===== config.mk =====
export PLATFORM = sky130hd
export DESIGN_NAME = cluster_rst_cken_seq
export DESIGN_NICKNAME = d
export VERILOG_FILES = /design/src/rtl/cluster_rst_cken_seq.sv
export SDC_FILE = /design/constraint.sdc
export NUM_CORES = 1
export LEC_CHECK = 0
export CAP_MARGIN = 20
export CORE_ASPECT_RATIO = 2
export CORE_MARGIN = 3
export CORE_UTILIZATION = 45
export CTS_BUF_LIST = sky130_fd_sc_hd__clkbuf_8
export DETAILED_ROUTE_END_ITERATION = 8
export PLACE_DENSITY_LB_ADDON = 0.12
export SLEW_MARGIN = 25
export SYNTH_ARGS = -nofsm -noshare
export SYNTH_HDL_FRONTEND = slang
export SYNTH_SLANG_ARGS = --single-unit
export TNS_END_PERCENT = 1

===== constraint.sdc =====
create_clock -name gclk -period 2 [get_ports gclk]
set_input_delay 0.3 -clock gclk [delete_from_list [all_inputs] [get_ports gclk]]
set_output_delay 0.3 -clock gclk [all_outputs]
set_load 0.005 [all_outputs]

===== src/rtl/cluster_rst_cken_seq.sv =====
// Power-up/warm-reset sequencer for cluster clock headers: staggers cluster_cken, then times grst_l/gdbginit_l.
// Every output is a flop. Requests take effect one gclk later and are dropped (not queued) while busy is high.
module cluster_rst_cken_seq #(
  parameter int NUM_CLUSTERS = 4,
  parameter int STAGGER      = 4,
  parameter int RST_HOLD     = 16,
  parameter int DBG_HOLD     = 8,
  parameter int CNT_W        = 8
) (
  input  logic                    gclk,
  input  logic                    arst_l,
  input  logic                    wrm_rst_req,
  input  logic                    dbginit_req,
  input  logic [NUM_CLUSTERS-1:0] cken_req,
  output logic [NUM_CLUSTERS-1:0] cluster_cken,
  output logic                    grst_l,
  output logic                    gdbginit_l,
  output logic                    seq_done,
  output logic                    busy
);

  typedef enum logic [2:0] {
    PWRUP = 3'd0,
    RAMP  = 3'd1,
    HOLD  = 3'd2,
    RUN   = 3'd3,
    WRST  = 3'd4,
    DBG   = 3'd5
  } state_t;

  localparam logic [CNT_W-1:0]        STAGGER_LAST = CNT_W'(STAGGER - 1);
  localparam logic [CNT_W-1:0]        RST_LAST     = CNT_W'(RST_HOLD - 1);
  localparam logic [CNT_W-1:0]        DBG_LAST     = CNT_W'(DBG_HOLD - 1);
  localparam logic [CNT_W-1:0]        CNT_ONE      = CNT_W'(1);
  localparam logic [NUM_CLUSTERS-1:0] CKEN_ONE     = NUM_CLUSTERS'(1);
  localparam logic [NUM_CLUSTERS-1:0] CKEN_ALL     = '1;

  state_t                  state;
  logic [CNT_W-1:0]        cnt;
  logic [NUM_CLUSTERS-1:0] ramp_nxt;

  // Enables fill from bit 0 upward; the ramp is finished once the top bit is set.
  assign ramp_nxt = (cluster_cken << 1) | CKEN_ONE;

  always_ff @(posedge gclk or negedge arst_l) begin
    if (!arst_l) begin
      state        <= PWRUP;
      cnt          <= '0;
      cluster_cken <= '0;
      grst_l       <= 1'b0;
      gdbginit_l   <= 1'b0;
      seq_done     <= 1'b0;
      busy         <= 1'b1;
    end else begin
      case (state)
        PWRUP: begin
          state <= RAMP;
          cnt   <= '0;
        end

        RAMP: begin
          if (cnt == STAGGER_LAST) begin
            cnt          <= '0;
            cluster_cken <= ramp_nxt;
            if (ramp_nxt[NUM_CLUSTERS-1]) state <= HOLD;
          end else begin
            cnt <= cnt + CNT_ONE;
          end
        end

        HOLD: begin
          if (cnt == RST_LAST) begin
            cnt        <= '0;
            grst_l     <= 1'b1;
            gdbginit_l <= 1'b1;
            seq_done   <= 1'b1;
            busy       <= 1'b0;
            state      <= RUN;
          end else begin
            cnt <= cnt + CNT_ONE;
          end
        end

        RUN: begin
          cnt          <= '0;
          cluster_cken <= cken_req;
          // Warm reset also pulses gdbginit_l, so a simultaneous debug-init is redundant.
          if (wrm_rst_req) begin
            state        <= WRST;
            cluster_cken <= CKEN_ALL;
            grst_l       <= 1'b0;
            gdbginit_l   <= 1'b0;
            seq_done     <= 1'b0;
            busy         <= 1'b1;
          end else if (dbginit_req) begin
            state      <= DBG;
            gdbginit_l <= 1'b0;
            busy       <= 1'b1;
          end
        end

        WRST: begin
          cluster_cken <= CKEN_ALL;
          if (cnt == RST_LAST) begin
            cnt        <= '0;
            grst_l     <= 1'b1;
            gdbginit_l <= 1'b1;
            seq_done   <= 1'b1;
            busy       <= 1'b0;
            state      <= RUN;
          end else begin
            cnt <= cnt + CNT_ONE;
          end
        end

        DBG: begin
          cluster_cken <= cken_req;
          if (cnt == DBG_LAST) begin
            cnt        <= '0;
            gdbginit_l <= 1'b1;
            busy       <= 1'b0;
            state      <= RUN;
          end else begin
            cnt <= cnt + CNT_ONE;
          end
        end

        default: begin
          state <= PWRUP;
          cnt   <= '0;
        end
      endcase
    end
  end

endmodule


==> impl_metrics.py, run 1 <==
metrics = {
    "run_status": {
        "run_status": "finished, final reports clean",
    },
    "logic_synthesis": {
        "yosys_warns": 0,
        "synth_common_cells": "17 x dfrtp_1, 8 x nand2_1, 8 x nor2_1, 8 x nor3_1, 8 x o21ai_0",
        "synth_cells": 130,
        "postSynthRegisterBits": 18,
        "netlist_area_um2": 1186,
        "synth_seq_area_share_pct": 38.08,
        "yosys.area.top_type": "dfrtp_1",
        "post_synth_main_area_contributors": "dfrtp_1 36%, mux2_2 3.8%, nor3_1 3.4%",
        "number_of_flops_mapped_to_enable_cells_by_yosys": 0,
        "netlist-cell-type-count": 47,
        "synth.top_cell.area_share_pct": 35.86,
        "synth.avg_cell_area_um2": 9.124,
        "mappedNetlistNets": 139,
        "ys_dominant_reg_cell": "dfrtp_1",
        "synth.most_common_cell": "dfrtp_1",
        "synth_async_sr_flop_share_pct": 100.0,
    },
    "worst_setup_path": {
        "worst_path_required_ps": 2140,
        "worst_path_max_delay_cell": "or4b_2",
        "startpoint_kind_of_the_worst_setup_timing_path": "flip-flop",
        "cp-end-kind": "flip-flop",
        "critical_path.max_stage_delay_ps": 600,
        "critPathMaxFanout": 7,
        "r2r_cells": 5,
        "worstPathCellList": "ha_1 > or4b_2 > o41ai_2 > a31o_2 > nor3_1",
        "critical_path_arrival_ps": 1990,
        "worst-setup-path-type": "flip-flop to flip-flop",
    },
    "clock_tree": {
        "numCtsBuffers": 3,
        "cts-resized-gates": 0,
        "clk_root_buffer_cell": "clkbuf_8",
        "cts_hold_buffers": 0,
        "cts_post_setup_buffers_inserted": 0,
        "tritoncts_num_sinks": 18,
        "worst_setup_hold_path_clk_slew_ps": 70,
        "cts_tree": "yes",
        "h-tree-depth": 1,
        "cts-root-to-sink-buffers": 2,
        "clkLatencyLatePin_ps": 250,
    },
    "pwr": {
        "irDropWorstVdd_v": 0.0008075,
        "power.density_cell_area_nw_per_um2": 1299,
        "cellLeakagePower_nw": 0.6070,
        "design_power_total_mw": 1.886,
    },
    "global_route": {
        "first_pass_grt_wire_length_mm": 4.995,
        "grt_pass1_vias": 1118,
        "global_route.usage.total_pct": 19.30,
        "grt-ovfl-total": 0,
        "largest_net_degree_at_the_start_of_global_routing": 19,
        "antenna_violations_before_repair": 0,
    },
    "flow_run": {
        "cap_violations": 0,
    },
    "floorplan": {
        "placement_rows": 25,
        "num_io_pins": 16,
        "die_width_um": 42.31,
        "dieArea_um2": 3325,
        "fp.dieH_um": 78.61,
        "core_area_um2": 2440,
        "initial_utilization_pct": 48.62,
    },
    "routing": {
        "drc_violation_count_after_routing": 0,
        "routedWlPerCell_um": 16.92,
        "route.final.wire_length_mm": 2.961,
        "drt.antenna.violating_nets": 0,
        "first_pass_iteration_count_of_the_detailed_router": 4,
        "detailedRoute.firstIterationViolations": 26,
        "dr_vias": 1100,
        "drt-vias-per-instance": 6.286,
    },
    "sta": {
        "slew_headroom_pct": 71.00,
        "finalSetupViolations": 0,
        "timing.fmax_mhz": 539.5,
        "final.period_utilization_pct": 92.68,
        "setup-tns-final_ps": 0,
        "finalClockSkew_ps": 3.298,
        "slew_violations": 0,
        "grt_setup_unrepaired": "false",
        "final-hold-violation-count": 0,
        "period_needed_ps": 1854,
        "tightest_slew_ps": 435.0,
    },
    "placement": {
        "dpl.hpwl_mm": 2.242,
        "place_congestion": 0.8417,
        "port_buffers": 15,
    },
    "cells_and_area": {
        "areaGrowthSynthToFinish_pct": 22.47,
        "final_layout_size_suffix_gt1_share_pct": 18.24,
        "antenna_cells": 0,
        "finish.net_count": 158,
        "filler_cell_count": 216,
    },
    "worst_hold_path": {
        "hold_class": "input port to asynchronous set/reset pin",
    },
}
sequential cells by signal, indices dropped and copies added (netlist names):
| signal | flops |
|---|---|
| gdbginit_l | 1 |
| state | 3 |
| busy | 1 |
| cluster_cken | 4 |
| cnt | 8 |
| seq_done | 1 |
stage by stage:
step                cells  utilization [%]  hold slack, ps  area (um^2)  setup WS [ps]
floorplan             130                -           4.409         1186          126.6
global placement      171            56.82           489.9         1386          65.17
detailed placement    171            56.82           528.7         1386          84.73
CTS                   175            59.08           375.5         1441          78.34
global route          175            59.54           386.4         1453          10.52
finish                175            59.54           367.3         1453          146.4
layout make-up:
type / count / area (um^2) / share of cell area [%]
Clock buffer: 4 / 55.05 / 3.790
Inverter: 5 / 18.77 / 1.292
Multi-Input combinational cell: 97 / 675.6 / 46.51
Sequential cell: 18 / 451.7 / 31.09
Tap cell: 27 / 33.78 / 2.326
Timing Repair Buffer: 24 / 217.7 / 14.99
kinds of logic after synthesis:
group / after synthesis / share of synthesized area (%)
and+or+nand+nor: 46 / 21.84
AOI/OAI and AO/OA: 40 / 24.90
DFF: 18 / 38.08
buffers and inverters: 15 / 5.907
xor gates and xnor gates: 6 / 4.430
muxes: 4 / 3.797
adders and majority gates: 1 / 1.055
report_power, final:
| group | internal, mW | switching [mW] |
|---|---|---|
| Combinational | 0.480 | 0.461 |
| Clock | 0.175 | 0.126 |
| Sequential | 0.477 | 0.169 |
| Total | 1.13 | 0.755 |
routing by layer:
layer	track usage (%)	vias to the layer above	wire length, um
li1	-	529	-
met3	2.982	7	116
met4	8.100	0	71
met1	19.28	533	1104
met2	37.31	31	1669
met5	0	-	0
path summary, 6_finish.rpt:
path                            startpoint               to  slack [ps]
setup / recovery                    cnt[1]           cnt[7]         150
hold / removal                      arst_l  cluster_cken[3]         370
setup reg to reg                    cnt[1]           cnt[7]         150
hold reg to reg            cluster_cken[3]  cluster_cken[3]         540
max in group asynchronous           arst_l             busy        1370
min in group gclk          cluster_cken[3]  cluster_cken[3]         540
critical path, delay by kind of cell (launching register included):
kind	cells	cell delay [ps]
DFF	1	370
and+or+nand+nor	2	680
AOI/OAI and AO/OA	2	530
adders and majority gates	1	160
placed cells by master, fill, tap and decap left out, types with 2 or more instances in the layout:
cell             Yosys  final
o31ai_1              2      2
a22o_1               2      2
a21oi_1              7      7
nand3_1              2      2
nand2_1              8      8
xor2_1               4      4
xnor2_1              2      2
o21ai_0              8      8
o221ai_1             3      3
nand2b_1             5      5
o211a_1              2      2
nor2b_1              3      3
mux2_2               4      4
buf_4                1      9
nor3_1               8      8
a32oi_1              2      2
dfrtp_1             17     17
inv_1                4      4
nor4_1               3      3
nand4_1              2      2
nor2_1               8      8
clkdlybuf4s50_1      0     15
clkbuf_8             0      4
No activity file was read; power rests on OpenSTA's default activity.
==> run 2: changes to the inputs <==
Settings changed: CORE_ASPECT_RATIO 2 to unset, CORE_UTILIZATION 45 to 51, SKIP_LAST_GASP set to 1.
==> run 2 against run 1 <==
- register-to-register slack improved by 20 ps
- die area fell by 12%
- global-route usage rose by 3.6 points
- combinational power barely moved
- critical path type unchanged
- count of clock-buffer cells in the layout did not move
- power rose by 0.32%
- clock skew rose by 1.9 ps
- sequential power fell by 0.6%
- worst hold slack got worse by 4.4 ps
- design area fell by 0.34%
- largest power group unchanged
- worst setup slack improved by 17 ps
==> impl_metrics.py, run 2 (same netlist as run 1, synthesis figures left out) <==
metrics = {
    "pwr": {
        "cellLeakagePower_nw": 0.6013,
        "power.density_cell_area_nw_per_um2": 1307,
        "irDropWorstVdd_v": 0.0008255,
        "design_power_total_mw": 1.893,
    },
    "worst_setup_path": {
        "cp-end-kind": "flip-flop",
        "worst_path_required_ps": 2150,
        "critPathMaxFanout": 6,
        "startpoint_kind_of_the_worst_setup_timing_path": "flip-flop",
        "critical_path_arrival_ps": 1980,
        "worst-setup-path-type": "flip-flop to flip-flop",
    },
    "global_route": {
        "grt_pass1_vias": 1077,
        "grt-ovfl-total": 0,
        "global_route.usage.total_pct": 22.92,
        "largest_net_degree_at_the_start_of_global_routing": 19,
        "antenna_violations_before_repair": 0,
        "first_pass_grt_wire_length_mm": 4.933,
    },
    "floorplan": {
        "core_area_um2": 2082,
        "dieArea_um2": 2940,
        "initial_utilization_pct": 56.97,
        "die_width_um": 54.23,
        "placement_rows": 16,
        "num_io_pins": 16,
        "fp.dieH_um": 54.23,
    },
    "clock_tree": {
        "worst_setup_hold_path_clk_slew_ps": 80,
        "tritoncts_num_sinks": 18,
        "cts-root-to-sink-buffers": 2,
        "h-tree-depth": 1,
        "clk_root_buffer_cell": "clkbuf_8",
        "clkLatencyLatePin_ps": 260,
        "cts_tree": "yes",
        "numCtsBuffers": 3,
        "cts_hold_buffers": 0,
    },
    "cells_and_area": {
        "final_layout_size_suffix_gt1_share_pct": 18.37,
        "layout.core_utilization_pct": 69.53,
        "final_cell_mix": "17 x dfrtp_1, 15 x clkdlybuf4s50_1",
        "final_cell_count_no_fill": 174,
        "areaGrowthSynthToFinish_pct": 22.05,
        "largestRegisters": "cnt x8, cluster_cken x4, state x3",
        "filler_cell_count": 167,
        "most_common_cell_after_layout_fill_and_taps_aside": "dfrtp_1",
        "regMostFlops": "cnt",
        "antenna_cells": 0,
        "finish.net_count": 157,
        "largest_reg_flops": 8,
    },
    "placement": {
        "placement.setup.worst_slack_ps": 47.30,
        "place_inst": 169,
        "place_congestion": 0.8981,
        "dpl.hpwl_mm": 1.943,
        "port_buffers": 15,
    },
    "sta": {
        "tightest_slew_ps": 454.5,
        "finalClockSkew_ps": 5.246,
        "final.period_utilization_pct": 91.82,
        "timing.fmax_mhz": 544.6,
        "final-hold-violation-count": 0,
        "period_needed_ps": 1836,
        "slew_violations": 0,
        "slew_headroom_pct": 69.70,
        "fin_ws_ps": 163.6,
        "setup-tns-final_ps": 0,
        "finalSetupViolations": 0,
        "grt_setup_unrepaired": "false",
    },
    "routing": {
        "drt.antenna.violating_nets": 0,
        "route.final.wire_length_mm": 2.824,
        "first_pass_iteration_count_of_the_detailed_router": 4,
        "drc_violation_count_after_routing": 0,
        "dr_vias": 1102,
        "routedWlPerCell_um": 16.23,
        "detailedRoute.firstIterationViolations": 36,
        "drt-vias-per-instance": 6.333,
    },
    "flow_run": {
        "cap_violations": 0,
    },
    "run_status": {
        "run_status": "finished, final reports clean",
    },
    "worst_hold_path": {
        "hold_class": "input port to asynchronous set/reset pin",
    },
}
[run 2: what timing repair did]
item,in CTS,in global routing
gates resized for setup,0,3
setup buffers,0,1
endpoints found under the setup margin,0,12
[run 2: stage by stage]
stage	cell area (um^2)	hold slack, ps
finish	1448	362.9
global route	1448	384.3
CTS	1426	369.6
detailed placement	1371	486.2
global placement	1371	472.0
floorplan	1186	4.409
[run 2: final cells by class]
class                           count  area, um^2  share of cell area (%)
Sequential cell                    18       451.7                   31.20
Multi-Input combinational cell     97       678.2                   46.85
Tap cell                           27       33.78                   2.334
Inverter                            5       18.77                   1.296
Timing Repair Buffer               23       210.2                   14.52
Clock buffer                        4       55.05                   3.803
[run 2: critical path, stage by stage, from the launching register on]
cell	delay, ps
dfrtp_1	390
ha_1	210
buf_4	150
nand2b_1	140
nor3_4	50
o31ai_2	400
mux2_2	390
[run 2: final timing paths]
| kind | start | cells after the start | end | slack, ps |
|---|---|---|---|---|
| min | arst_l | 2 | state[2] | 360 |
| max | cnt[0] | 6 | cluster_cken[3] | 160 |
| max in group asynchronous | arst_l | 2 | busy | 1380 |
| max reg2reg | cnt[0] | 6 | cluster_cken[3] | 160 |
| min in group gclk | cluster_cken[3] | 1 | cluster_cken[3] | 530 |
| min reg2reg | cluster_cken[3] | 1 | cluster_cken[3] | 530 |
[run 2: routing by layer]
metal | up-vias | global-route usage [%] | routed length, um
met5 | - | 0 | 0
met4 | 0 | 8.714 | 10
met3 | 2 | 3.270 | 157
met2 | 40 | 36.85 | 1381
met1 | 536 | 31.01 | 1275
li1 | 524 | - | -
[run 2: power by group]
group          total [mW]  internal [mW]  switching [mW]
registers           0.641          0.477           0.164
clock network       0.313          0.175           0.137
logic               0.939          0.478           0.461
total                1.89           1.13           0.763
